--- src/rtl/instr_fetch_pkg.sv ---
// Shared fetch-stage constants: default widths, reset PC and the canonical NOP.
package instr_fetch_pkg;

   localparam int          DEF_XLEN     = 32;
   localparam int          DEF_DEPTH    = 2;
   localparam logic [31:0] DEF_RESET_PC = 32'h0000_0000;
   // addi x0, x0, 0 -- what decode sees while no instruction is valid
   localparam logic [31:0] NOP_INSTR    = 32'h0000_0013;

endpackage

--- src/rtl/instr_fetch_if.sv ---
// Fetch-stage bus bundle: instruction-memory request/response plus the
// decode-side valid/stall handshake and the redirect input.
//
// Handshakes:
//   Imem: a request transfers on a cycle where Imem_req && Imem_ready. Its
//         single response is the first later cycle with Imem_rvalid high.
//   Decode: the head transfers on a cycle where Inst_valid && !Stall &&
//         !Redirect. While Stall is high, Instruction/PC_out hold steady.
interface instr_fetch_if
   import instr_fetch_pkg::*;
#(
   parameter int XLEN = DEF_XLEN
) ();

   logic            Imem_req;
   logic [XLEN-1:0] Imem_addr;
   logic            Imem_ready;
   logic            Imem_rvalid;
   logic [31:0]     Imem_rdata;
   logic            Redirect;
   logic [XLEN-1:0] Redirect_pc;
   logic            Stall;
   logic            Inst_valid;
   logic [31:0]     Instruction;
   logic [XLEN-1:0] PC_out;

   // fetch stage side
   modport master (
      output Imem_req, Imem_addr, Inst_valid, Instruction, PC_out,
      input  Imem_ready, Imem_rvalid, Imem_rdata, Redirect, Redirect_pc, Stall
   );

   // memory / decode / branch-resolution side
   modport slave (
      input  Imem_req, Imem_addr, Inst_valid, Instruction, PC_out,
      output Imem_ready, Imem_rvalid, Imem_rdata, Redirect, Redirect_pc, Stall
   );

endinterface

--- src/rtl/instr_fetch_queue.sv ---
// fetch_queue: DEPTH-entry FIFO of {pc, instr} with flush. The head is read
// straight out of the storage registers so it has no path from any input.
module fetch_queue
   import instr_fetch_pkg::*;
#(
   parameter int XLEN  = DEF_XLEN,
   parameter int DEPTH = DEF_DEPTH,
   localparam int AW   = $clog2(DEPTH),
   localparam int CW   = AW + 1
) (
   input  logic            clk,
   input  logic            reset,
   input  logic            i_push,
   input  logic [XLEN-1:0] i_pc,
   input  logic [31:0]     i_instr,
   input  logic            i_pop,
   input  logic            i_flush,
   output logic [CW-1:0]   o_count,
   output logic [XLEN-1:0] o_head_pc,
   output logic [31:0]     o_head_instr
);

   logic [XLEN-1:0] r_pc_mem    [DEPTH];
   logic [31:0]     r_instr_mem [DEPTH];
   logic [AW-1:0]   r_wr_ptr;
   logic [AW-1:0]   r_rd_ptr;
   logic [CW-1:0]   r_count;

   // entry storage; stale contents are harmless because count gates validity
   always_ff @(posedge clk) begin
      if (i_push) begin
         r_pc_mem[r_wr_ptr]    <= i_pc;
         r_instr_mem[r_wr_ptr] <= i_instr;
      end
   end

   // pointers wrap naturally since DEPTH is a power of two; flush empties at once
   always_ff @(posedge clk) begin
      if (reset || i_flush) begin
         r_wr_ptr <= '0;
         r_rd_ptr <= '0;
      end else begin
         if (i_push) r_wr_ptr <= r_wr_ptr + AW'(1);
         if (i_pop)  r_rd_ptr <= r_rd_ptr + AW'(1);
      end
   end

   // occupancy; a simultaneous push and pop leaves it unchanged
   always_ff @(posedge clk) begin
      if (reset || i_flush) begin
         r_count <= '0;
      end else if (i_push && !i_pop) begin
         r_count <= r_count + CW'(1);
      end else if (!i_push && i_pop) begin
         r_count <= r_count - CW'(1);
      end
   end

   assign o_count      = r_count;
   assign o_head_pc    = r_pc_mem[r_rd_ptr];
   assign o_head_instr = r_instr_mem[r_rd_ptr];

endmodule

--- src/rtl/instr_fetch.sv ---
// instr_fetch: owns the fetch PC, keeps at most one Imem request in flight,
// drops the response of a request made obsolete by a redirect, and hands
// buffered {pc, instr} pairs to decode.
module instr_fetch
   import instr_fetch_pkg::*;
#(
   parameter int              XLEN     = DEF_XLEN,
   parameter logic [XLEN-1:0] RESET_PC = XLEN'(DEF_RESET_PC),
   parameter int              DEPTH    = DEF_DEPTH
) (
   input logic           clk,
   input logic           reset,
   instr_fetch_if.master bus
);

   localparam int CW = $clog2(DEPTH) + 1;

   logic [XLEN-1:0] r_fpc;
   logic [XLEN-1:0] r_req_pc;
   logic [XLEN-1:0] r_last_pc;
   logic            r_outstanding;
   logic            r_discard;

   logic [CW-1:0]   w_count;
   logic [XLEN-1:0] w_head_pc;
   logic [31:0]     w_head_instr;
   logic            w_valid;
   logic            w_pop;
   logic            w_resp;
   logic            w_push;
   logic [CW:0]     w_occ;
   logic            w_space;
   logic            w_req;
   logic            w_accept;
   logic [XLEN-1:0] w_redirect_pc;

   assign w_valid = (w_count != '0);
   // redirect outranks a pop: the head is being thrown away anyway
   assign w_pop   = w_valid & ~bus.Stall & ~bus.Redirect;
   // rvalid only means something while a request is in flight
   assign w_resp  = bus.Imem_rvalid & r_outstanding;
   assign w_push  = w_resp & ~r_discard & ~bus.Redirect;

   // queued entries plus the in-flight slot, after this cycle's pop, must
   // leave room for one more word so a response can never overflow the queue
   assign w_occ   = {1'b0, w_count} + (CW+1)'(r_outstanding) - (CW+1)'(w_pop);
   assign w_space = (w_occ < (CW+1)'(DEPTH));

   assign w_req    = ~reset & ~bus.Redirect & (~r_outstanding | bus.Imem_rvalid) & w_space;
   assign w_accept = w_req & bus.Imem_ready;

   assign w_redirect_pc = bus.Redirect_pc & ~XLEN'(3);

   fetch_queue #(
      .XLEN  (XLEN),
      .DEPTH (DEPTH)
   ) u_queue (
      .clk          (clk),
      .reset        (reset),
      .i_push       (w_push),
      .i_pc         (r_req_pc),
      .i_instr      (bus.Imem_rdata),
      .i_pop        (w_pop),
      .i_flush      (bus.Redirect),
      .o_count      (w_count),
      .o_head_pc    (w_head_pc),
      .o_head_instr (w_head_instr)
   );

   // fetch PC: restart on redirect, otherwise advance past each accepted request
   always_ff @(posedge clk) begin
      if (reset) begin
         r_fpc <= RESET_PC;
      end else if (bus.Redirect) begin
         r_fpc <= w_redirect_pc;
      end else if (w_accept) begin
         r_fpc <= r_fpc + XLEN'(4);
      end
   end

   // PC of the request in flight, paired with its data when it returns
   always_ff @(posedge clk) begin
      if (reset) begin
         r_req_pc <= '0;
      end else if (w_accept) begin
         r_req_pc <= r_fpc;
      end
   end

   // in-flight flag; a new accept in the response cycle keeps it set
   always_ff @(posedge clk) begin
      if (reset) begin
         r_outstanding <= 1'b0;
      end else if (w_accept) begin
         r_outstanding <= 1'b1;
      end else if (w_resp) begin
         r_outstanding <= 1'b0;
      end
   end

   // discard marks an in-flight request whose word belongs to the old path
   always_ff @(posedge clk) begin
      if (reset) begin
         r_discard <= 1'b0;
      end else if (bus.Redirect) begin
         r_discard <= r_outstanding & ~bus.Imem_rvalid;
      end else if (w_resp && r_discard) begin
         r_discard <= 1'b0;
      end
   end

   // remember the last presented PC so PC_out holds it while the queue is empty
   always_ff @(posedge clk) begin
      if (reset) begin
         r_last_pc <= '0;
      end else if (w_valid) begin
         r_last_pc <= w_head_pc;
      end
   end

   assign bus.Imem_req    = w_req;
   assign bus.Imem_addr   = r_fpc;
   assign bus.Inst_valid  = w_valid;
   assign bus.Instruction = w_valid ? w_head_instr : NOP_INSTR;
   assign bus.PC_out      = w_valid ? w_head_pc : r_last_pc;

endmodule

--- src/flat_wrapper.sv ---
// flat-port wrapper written by rule: the top's interface ports become plain ports
module instr_fetch_flat import instr_fetch_pkg::*;
#(
   parameter int              XLEN     = DEF_XLEN,
   parameter logic [XLEN-1:0] RESET_PC = XLEN'(DEF_RESET_PC),
   parameter int              DEPTH    = DEF_DEPTH
)
  (clk, reset, bus_Imem_req, bus_Imem_addr, bus_Inst_valid, bus_Instruction, bus_PC_out, bus_Imem_ready, bus_Imem_rvalid, bus_Imem_rdata, bus_Redirect, bus_Redirect_pc, bus_Stall);
  instr_fetch_if #(.XLEN(XLEN)) bus_i ();
  input logic clk;
  input logic reset;
  output wire logic [$bits(bus_i.Imem_req)-1:0] bus_Imem_req;
  output wire logic [$bits(bus_i.Imem_addr)-1:0] bus_Imem_addr;
  output wire logic [$bits(bus_i.Inst_valid)-1:0] bus_Inst_valid;
  output wire logic [$bits(bus_i.Instruction)-1:0] bus_Instruction;
  output wire logic [$bits(bus_i.PC_out)-1:0] bus_PC_out;
  input wire logic [$bits(bus_i.Imem_ready)-1:0] bus_Imem_ready;
  input wire logic [$bits(bus_i.Imem_rvalid)-1:0] bus_Imem_rvalid;
  input wire logic [$bits(bus_i.Imem_rdata)-1:0] bus_Imem_rdata;
  input wire logic [$bits(bus_i.Redirect)-1:0] bus_Redirect;
  input wire logic [$bits(bus_i.Redirect_pc)-1:0] bus_Redirect_pc;
  input wire logic [$bits(bus_i.Stall)-1:0] bus_Stall;
  assign bus_Imem_req = bus_i.Imem_req;
  assign bus_Imem_addr = bus_i.Imem_addr;
  assign bus_Inst_valid = bus_i.Inst_valid;
  assign bus_Instruction = bus_i.Instruction;
  assign bus_PC_out = bus_i.PC_out;
  assign bus_i.Imem_ready = bus_Imem_ready;
  assign bus_i.Imem_rvalid = bus_Imem_rvalid;
  assign bus_i.Imem_rdata = bus_Imem_rdata;
  assign bus_i.Redirect = bus_Redirect;
  assign bus_i.Redirect_pc = bus_Redirect_pc;
  assign bus_i.Stall = bus_Stall;
  instr_fetch #(.XLEN(XLEN), .RESET_PC(RESET_PC), .DEPTH(DEPTH)) u_core (.clk(clk), .reset(reset), .bus(bus_i));
endmodule
--- config.mk ---
export PLATFORM = sky130hd
export DESIGN_NAME = instr_fetch_flat
export DESIGN_NICKNAME = d
export VERILOG_FILES = /design/src/rtl/instr_fetch_pkg.sv /design/src/rtl/instr_fetch_if.sv /design/src/rtl/instr_fetch_queue.sv /design/src/rtl/instr_fetch.sv /design/src/flat_wrapper.sv
export SDC_FILE = /design/constraint.sdc
export NUM_CORES = 1
export LEC_CHECK = 0
export ABC_AREA = 1
export BUFFER_PORTS_ARGS = -buffer_cell sky130_fd_sc_hd__buf_2
export CAP_MARGIN = 20
export CORE_MARGIN = 3
export CORE_UTILIZATION = 30
export DETAILED_ROUTE_END_ITERATION = 10
export PLACE_DENSITY_LB_ADDON = 0.2
export SLEW_MARGIN = 10
export SYNTH_ARGS = -nofsm -noshare
export SYNTH_HDL_FRONTEND = slang
export SYNTH_SLANG_ARGS = --single-unit
export TNS_END_PERCENT = 30
--- constraint.sdc ---
create_clock -name clk -period 8.8 [get_ports clk]
set_input_delay 0.44 -clock clk [delete_from_list [all_inputs] [get_ports clk]]
set_output_delay 0.44 -clock clk [all_outputs]
set_load 0.02 [all_outputs]
==> key figures, run 1 <==
Outcome
  • Outcome: complete, no violations

STA
  • Slew HR: a little under half
  • Tcrit/Tclk final: 42.3%
  • F_max: between 200 and 300 MHz
  • Worst Tran Pin Value: a little over 800 ps
  • Final Max Tran Viols: 0
  • Sum of negative setup slack: 0 ps
  • Skew final: 8.83 ps
  • Setup ws final: around 5100 ps
  • Setup Viol. Count Final: 0
  • Clock period minus final worst setup slack: between 3000 and 4000 ps
  • RSZ-0062 raised after global routing: no
  • Final Hold Fails: 0

Cells and area
  • P&R area growth vs syn: 21.6%
  • Fin nets: between 1000 and 1500
  • Filler instances: ~3000
  • Final core utilization: between 30% and 40%
  • Antenna Diode Count: 0
  • Layout cells sized above 1: 19.8%
  • Finished Layout Cells: approximately 1600

Routing
  • WL final: 23700 um
  • Vias/cell: 4.54
  • First drt pass iteration count: 5
  • WL/cell: 15.2 um
  • DRT iter0 DRCs: 414
  • DRC viols: 0
  • Via count: about 7100
  • Final antenna-violating net count: 0

Global routing
  • Initial antenna violation count: 0
  • Number of global-route vias before repair: approximately 7000
  • Largest net degree at the start of global routing: 83
  • First-pass GRT wire length: between 30000 and 40000 um
  • Total track usage: between 10% and 20%
  • GRT overflow: 0

Setup path
  • Arrival time worst endpoint: about 4200 ps
  • Crit Path Max Fanout: between 80 and 90
  • Kind of start point of the critical path: register
  • Critical path class: register to register
  • Critical Path Start: u_core.u_queue.o_count[1]$_SDFFE_PP0P_
  • Worst path required time: slightly above 9000 ps
  • Critical Path End Type: register
  • Reg-to-Reg Start: u_core.u_queue.o_count[1]$_SDFFE_PP0P_
  • Crit-path max cell delay: 670 ps
  • Cells along the critical path: nor2_4 > nor3_1 > ha_1 > or2_2 > fa_1 > inv_1 > nor2_2 > nand3_4 > inv_4 > nand3_1 > nand3_1 > nand2_1 > inv_1
  • Slowest CP cell: inv_4

Placed design
  • DP Wirelength: between 15000 and 20000 um
  • IO buf count: around 160
  • Setup WS pre-CTS: between 4000 and 5000 ps
  • Dpl cells: approximately 1500
  • GP Congestion: between 0.9 and 1

Clock tree
  • Clock root cell: clkbuf_16
  • Reg clk slew, reported paths: around 60 ps
  • Clk sinks: about 220
  • # H-tree levels: 1
  • CTS tree: yes
  • Clk_lat worst skew: between 500 and 600 ps
  • PostCTS Resize Cnt: 0
  • CTS max path bufs: 3
  • CTS Hold Buffers Added: 0
  • Total CTS buffers: 27
  • Postcts setup bufs: 0

Logic synthesis
  • Post-synthesis cell area: about 9300 um2
  • Share of the synthesized area in the top cell type: between 40% and 50%
  • Netlist cell types: 33
  • Synth top cells by count: nand2_1 (247), a21oi_1 (141), edfxtp_1 (124)
  • Count leader, synth: nand2_1
  • Area leader, netlist: edfxtp_1
  • Post-synth EDFFs: 124
  • Fraction of registers with async set/reset: 0%
  • Seq cells post-synth: between 200 and 250
  • Synth Area per Inst: ~9.2 um2
  • Largest cells by area after synthesis: edfxtp_1 (40%), dfxtp_1 (21%), nand2_1 (10%)
  • Main synth FF type: edfxtp_1
  • Post-Synthesis Cells: about 1000
  • Post-synthesis sequential area ratio: between 60% and 70%
  • Synth Warn #: 0

Floorplanning
  • Die area: 33000 um2
  • Initial Util: a little under a third
  • Die span in x: 182 um
  • Core Box Area: approximately 30000 um2
  • Ports: 168
  • Die Span Y: approximately 180 um
  • Num rows: 63

Run
  • Max cap viols: 0

Power and ir drop
  • Total power draw: 2.35 mW
  • Pleak: about 4.7 nW
  • Power Dens Cells: about 210 nW/um2
  • IR Drop Worst-Case VDD: 0.000142 V

Worst hold path
  • Hold WC Path Type: primary input to register
  • HP Start: bus_Imem_rdata[15]
[where the power goes]
group / total, mW / switching (mW) / internal (mW)
combinational: 0.125 / 0.0825 / 0.0424
clock: 1.09 / 0.412 / 0.675
sequential: 1.14 / 0.0210 / 1.12
[sequential cells by signal (all words and copies together), names as in the netlist, named ones only]
signal	count
u_core.r_outstanding	1
u_core.r_req_pc	30
u_core.u_queue.r_instr_mem	64
u_core.r_discard	1
u_core.bus.Imem_addr	30
u_core.u_queue.r_rd_ptr	1
u_core.u_queue.o_count	2
u_core.u_queue.r_pc_mem	60
u_core.u_queue.r_wr_ptr	1
u_core.r_last_pc	32
[worst max-delay path, delay by kind of cell, from the launching register on]
kind / cells / cell delay [ps]
adders and majority gates: 2 / 780
buffers and inverters: 3 / 780
DFF: 1 / 510
and+or+nand+nor: 8 / 1570
[cell families after synthesis]
group / count (synthesis) / share of synthesized area (%)
simple gates: 453 / 21.0
flops: 223 / 61.6
compound gates: 185 / 10.1
buf+inv: 130 / 6.08
xor+xnor: 6 / 0.567
fa+ha+maj: 4 / 0.622
other cells: 1 / 0.0405
[layout by cell type, fill, tap and decap left out, types with 27 or more instances in the layout]
master     instances
nand2_1          247
buf_2            163
a21oi_1          141
edfxtp_1         124
dfxtp_1           98
nor2_1            81
inv_1             72
nand3_1           70
o21ai_0           41
and2_1            31
clkbuf_16         27
[worst paths after layout]
path / to / slack, ps / cells after the start
worst min-delay path: u_core.u_queue.r_instr_mem[0][15]$_DFFE_PP_ / 110 / 1
worst max register to register: u_core.bus.Imem_addr[14]$_SDFFE_PP0P_ / 5080 / 13
worst max-delay path: u_core.bus.Imem_addr[14]$_SDFFE_PP0P_ / 5080 / 13
worst min register to register: u_core.r_last_pc[0]$_SDFF_PP0_ / 440 / 2
[metrics by stage]
step                      area (um2)  hold slack, ps
after global placement         10400             432
after detailed placement       10400             435
after global routing           11300            86.5
final                          11300             114
after CTS                      11300            81.3
after floorplan                 9260             420
[per-layer routing]
| metal | up-vias | GRT usage (%) | share of wire, % |
|---|---|---|---|
| met5 | - | 0 | 0 |
| met4 | 0 | 3.72 | 2.3 |
| met3 | 41 | 2.26 | 5.0 |
| met2 | 197 | 22.0 | 44 |
| met1 | 3238 | 20.1 | 49 |
| li1 | 3610 | - | - |
[final cells by class]
class	count	area, um2	share of cell area (%)
multi-input cells	650	3020	26.8
inverters	77	292	2.59
clock inverters	17	176	1.57
flip-flops and latches	223	5710	50.7
well taps	390	488	4.34
repair buffers	172	883	7.85
clock buffers	32	694	6.17
Note: power is estimated with default switching activity, not from simulation.
==> run 2, diff against run 1 <==
--- a/config.mk
+++ b/config.mk
@@ -5,7 +5,7 @@
 export SDC_FILE = /design/constraint.sdc
 export NUM_CORES = 1
 export LEC_CHECK = 0
-export ABC_AREA = 1
+export ABC_AREA = 0
 export BUFFER_PORTS_ARGS = -buffer_cell sky130_fd_sc_hd__buf_2
 export CAP_MARGIN = 20
 export CORE_MARGIN = 3
==> constraint.sdc (replaced) <==
create_clock -name clk -period 3.7 [get_ports clk]
set_input_delay 0.185 -clock clk [delete_from_list [all_inputs] [get_ports clk]]
set_output_delay 0.185 -clock clk [all_outputs]
set_load 0.02 [all_outputs]
==> key figures, run 2 <==
Clock tree
  • Total CTS buffers: 24
  • Clock root cell: clkbuf_16
  • Reg clk slew, reported paths: ~60 ps
  • CTS tree: yes
  • Postcts setup bufs: 0
  • Clk_lat worst skew: about 510 ps
  • Clk sinks: ~220
  • CTS max path bufs: 3
  • # H-tree levels: 1

STA
  • RSZ-0062 raised after global routing: no
  • Sum of negative setup slack: 0 ps
  • F_max: between 200 and 300 MHz
  • Final Hold Fails: 0
  • Slew HR: 38.2%
  • Setup Viol. Count Final: 0
  • Worst Tran Pin Value: 927 ps
  • Skew final: approximately 14 ps
  • Final Max Tran Viols: 0
  • Tcrit/Tclk final: between 90 and 100%
  • Clock period minus final worst setup slack: 3480 ps
  • Setup ws final: between 200 and 250 ps

Routing
  • M1 wire length: 10300 um
  • Via count: about 6300
  • DR WL met3: ~1600 um
  • Top routing layer in use: met4
  • WL/cell: 15.4 um
  • Final antenna-violating net count: 0
  • DRT iter0 DRCs: 251
  • WL final: around 21000 um
  • First drt pass iteration count: 4
  • WL met2: a little under 9000 um
  • DRC viols: 0
  • Vias/cell: about 4.5

Power and ir drop
  • P_int: approximately 4.3 mW
  • Sw Ratio: 21.2%
  • Combinational power share: under 10%
  • IR Drop Worst-Case VDD: approximately 0.00033 V
  • Clock power frac: ~45%
  • Pleak: between 4 and 5 nW
  • P_sw: roughly 1.2 mW
  • Sequential power share: 49.5%
  • Power Dens Cells: 473 nW/um2

Cells and area
  • Final core utilization: 39.9%
  • Max reg flops: 64
  • Largest Register: u_core.u_queue.r_instr_mem
  • Fin nets: roughly 1100
  • Commonest non-fill, non-tap cell in the layout: buf_2
  • Finished Layout Cells: about 1400
  • Largest regs: u_core.u_queue.r_instr_mem: 64 flops, u_core.u_queue.r_pc_mem: 60 flops, u_core.r_last_pc: 32 flops
  • P&R area growth vs syn: 30.2%
  • Antenna Diode Count: 0
  • Most frequent cells in the layout: buf_2 (162), edfxtp_1 (124), nand2_1 (120)
  • Layout cells sized above 1: 23.0%
  • Finished Cell Area: between 10000 and 15000 um2

Logic synthesis
  • Seq cells post-synth: approximately 220
  • Count leader, synth: edfxtp_1
  • Post-synth EDFFs: around 120
  • Synth top cells by count: edfxtp_1 (124), nand2_1 (120), dfxtp_1 (99)
  • Area leader, netlist: edfxtp_1
  • Netlist cell types: 50
  • Synth Area per Inst: about 12 um2
  • Share of the synthesized area in the top cell type: between 40% and 50%
  • Fraction of registers with async set/reset: 0%
  • Main synth FF type: edfxtp_1
  • Largest cells by area after synthesis: edfxtp_1 (42%), dfxtp_1 (22%), mux2i_1 (7.2%)
  • Synth Warn #: 0
  • Post-Synthesis Cells: ~760
  • Post-synthesis cell area: slightly below 9000 um2
  • Post-synthesis sequential area ratio: around 64%

Floorplanning
  • Num rows: a little over 60
  • Die Span Y: 178 um
  • Die span in x: between 150 and 200 um
  • Ports: about 170
  • Initial Util: a little under a third
  • Die area: 31600 um2
  • Core Box Area: between 20000 and 30000 um2

Global routing
  • Largest net degree at the start of global routing: 93
  • Initial antenna violation count: 0
  • Number of global-route vias before repair: about 6000
  • GRT overflow: 0
  • Total track usage: approximately an eighth
  • First-pass GRT wire length: roughly 33000 um

Placed design
  • DP Area: about 10000 um2
  • DP Wirelength: between 10000 and 15000 um
  • GP Congestion: roughly 0.8
  • Setup WS pre-CTS: 162 ps
  • IO buf count: 163
  • Dpl cells: between 1000 and 1500

Run
  • Max cap viols: 0

Setup path
  • Most Frequent Cell on Critical Path: or4_4
  • Crit Path Max Fanout: 6
  • Worst path required time: about 4100 ps
  • Kind of start point of the critical path: register
  • Cells along the critical path: nor2_4 > or3_1 > inv_1 > ha_1 > nand2b_1 > fa_1 > xor2_1 > or4_4 > or4_4 > mux2_4 > a21oi_2
  • Critical Path End Type: register
  • Critical path class: register to register
  • Slowest CP cell: or4_4
  • Arrival time worst endpoint: between 3000 and 4000 ps
  • Crit-path max cell delay: about 600 ps

Worst hold path
  • Hold WC Path Type: primary input to register

Outcome
  • Outcome: complete, no violations
## run 2: per-layer routing
layer | vias up | track usage [%]
li1 | 3145 | -
met1 | 2875 | 19.0
met2 | 206 | 19.3
met3 | 32 | 2.82
met4 | 0 | 3.40
met5 | - | 0
## run 2: final cells by class
class | count | area, um2
multi-input cells | 485 | 2950
clock buffers | 38 | 746
clock inverters | 6 | 81.3
flip-flops and latches | 223 | 5710
repair buffers | 235 | 1520
fillers | 2828 | 17300
well taps | 384 | 480
inverters | 10 | 37.5
## run 2: timing repair
action                                  CTS  global route
resized for setup                         0             1
endpoints found under the hold margin    91             0
endpoints found under the setup margin    0             2
hold buffers                             59             0
## run 2: power groups by stage
stage / registers [mW] / logic, mW / clock network (mW)
finish: 2.69 / 0.304 / 2.45
global route: 2.70 / 0.334 / 2.63
CTS: 2.69 / 0.307 / 2.54
detailed placement: 2.75 / 0.258 / 0
global placement: 2.75 / 0.256 / 0
floorplan: 2.76 / 0.125 / 0
## run 2: worst paths after layout
check                                               from  cells after the start  slack [ps]                                       end
setup / recovery  u_core.u_queue.o_count[0]$_SDFFE_PP0P_                     11         220     u_core.bus.Imem_addr[10]$_SDFFE_PP0P_
hold / removal                       bus_Redirect_pc[23]                      3          50     u_core.bus.Imem_addr[23]$_SDFFE_PP0P_
setup reg to reg  u_core.u_queue.o_count[0]$_SDFFE_PP0P_                     11         220     u_core.bus.Imem_addr[10]$_SDFFE_PP0P_
hold reg to reg         u_core.r_req_pc[26]$_SDFFE_PP0P_                      0         450  u_core.u_queue.r_pc_mem[0][26]$_DFFE_PP_
## run 2: kinds of logic after synthesis
family	Yosys count	share of synthesized area, %
fa+ha+maj	4	0.650
buf+inv	55	2.52
mux	65	7.41
flops	223	64.5
simple gates	278	15.0
xor+xnor	29	2.87
other cells	1	0.0424
compound gates	107	7.08
## run 2: critical path: cells and delay by family, from the launching register on
kind | cells | cell delay [ps]
AO/OA/AOI/OAI | 1 | 120
XOR/XNOR | 1 | 210
adder cells (fa/ha/maj) | 2 | 640
buffers and inverters | 1 | 110
flip-flops | 1 | 380
multiplexers | 1 | 310
AND/OR/NAND/NOR | 5 | 1630
## run 2: metrics by stage
stage,hold WS [ps],total power [mW]
after floorplan,284,2.88
after global placement,373,3.00
after detailed placement,376,3.00
after CTS,13.0,5.54
after global routing,59.4,5.66
final,45.4,5.45
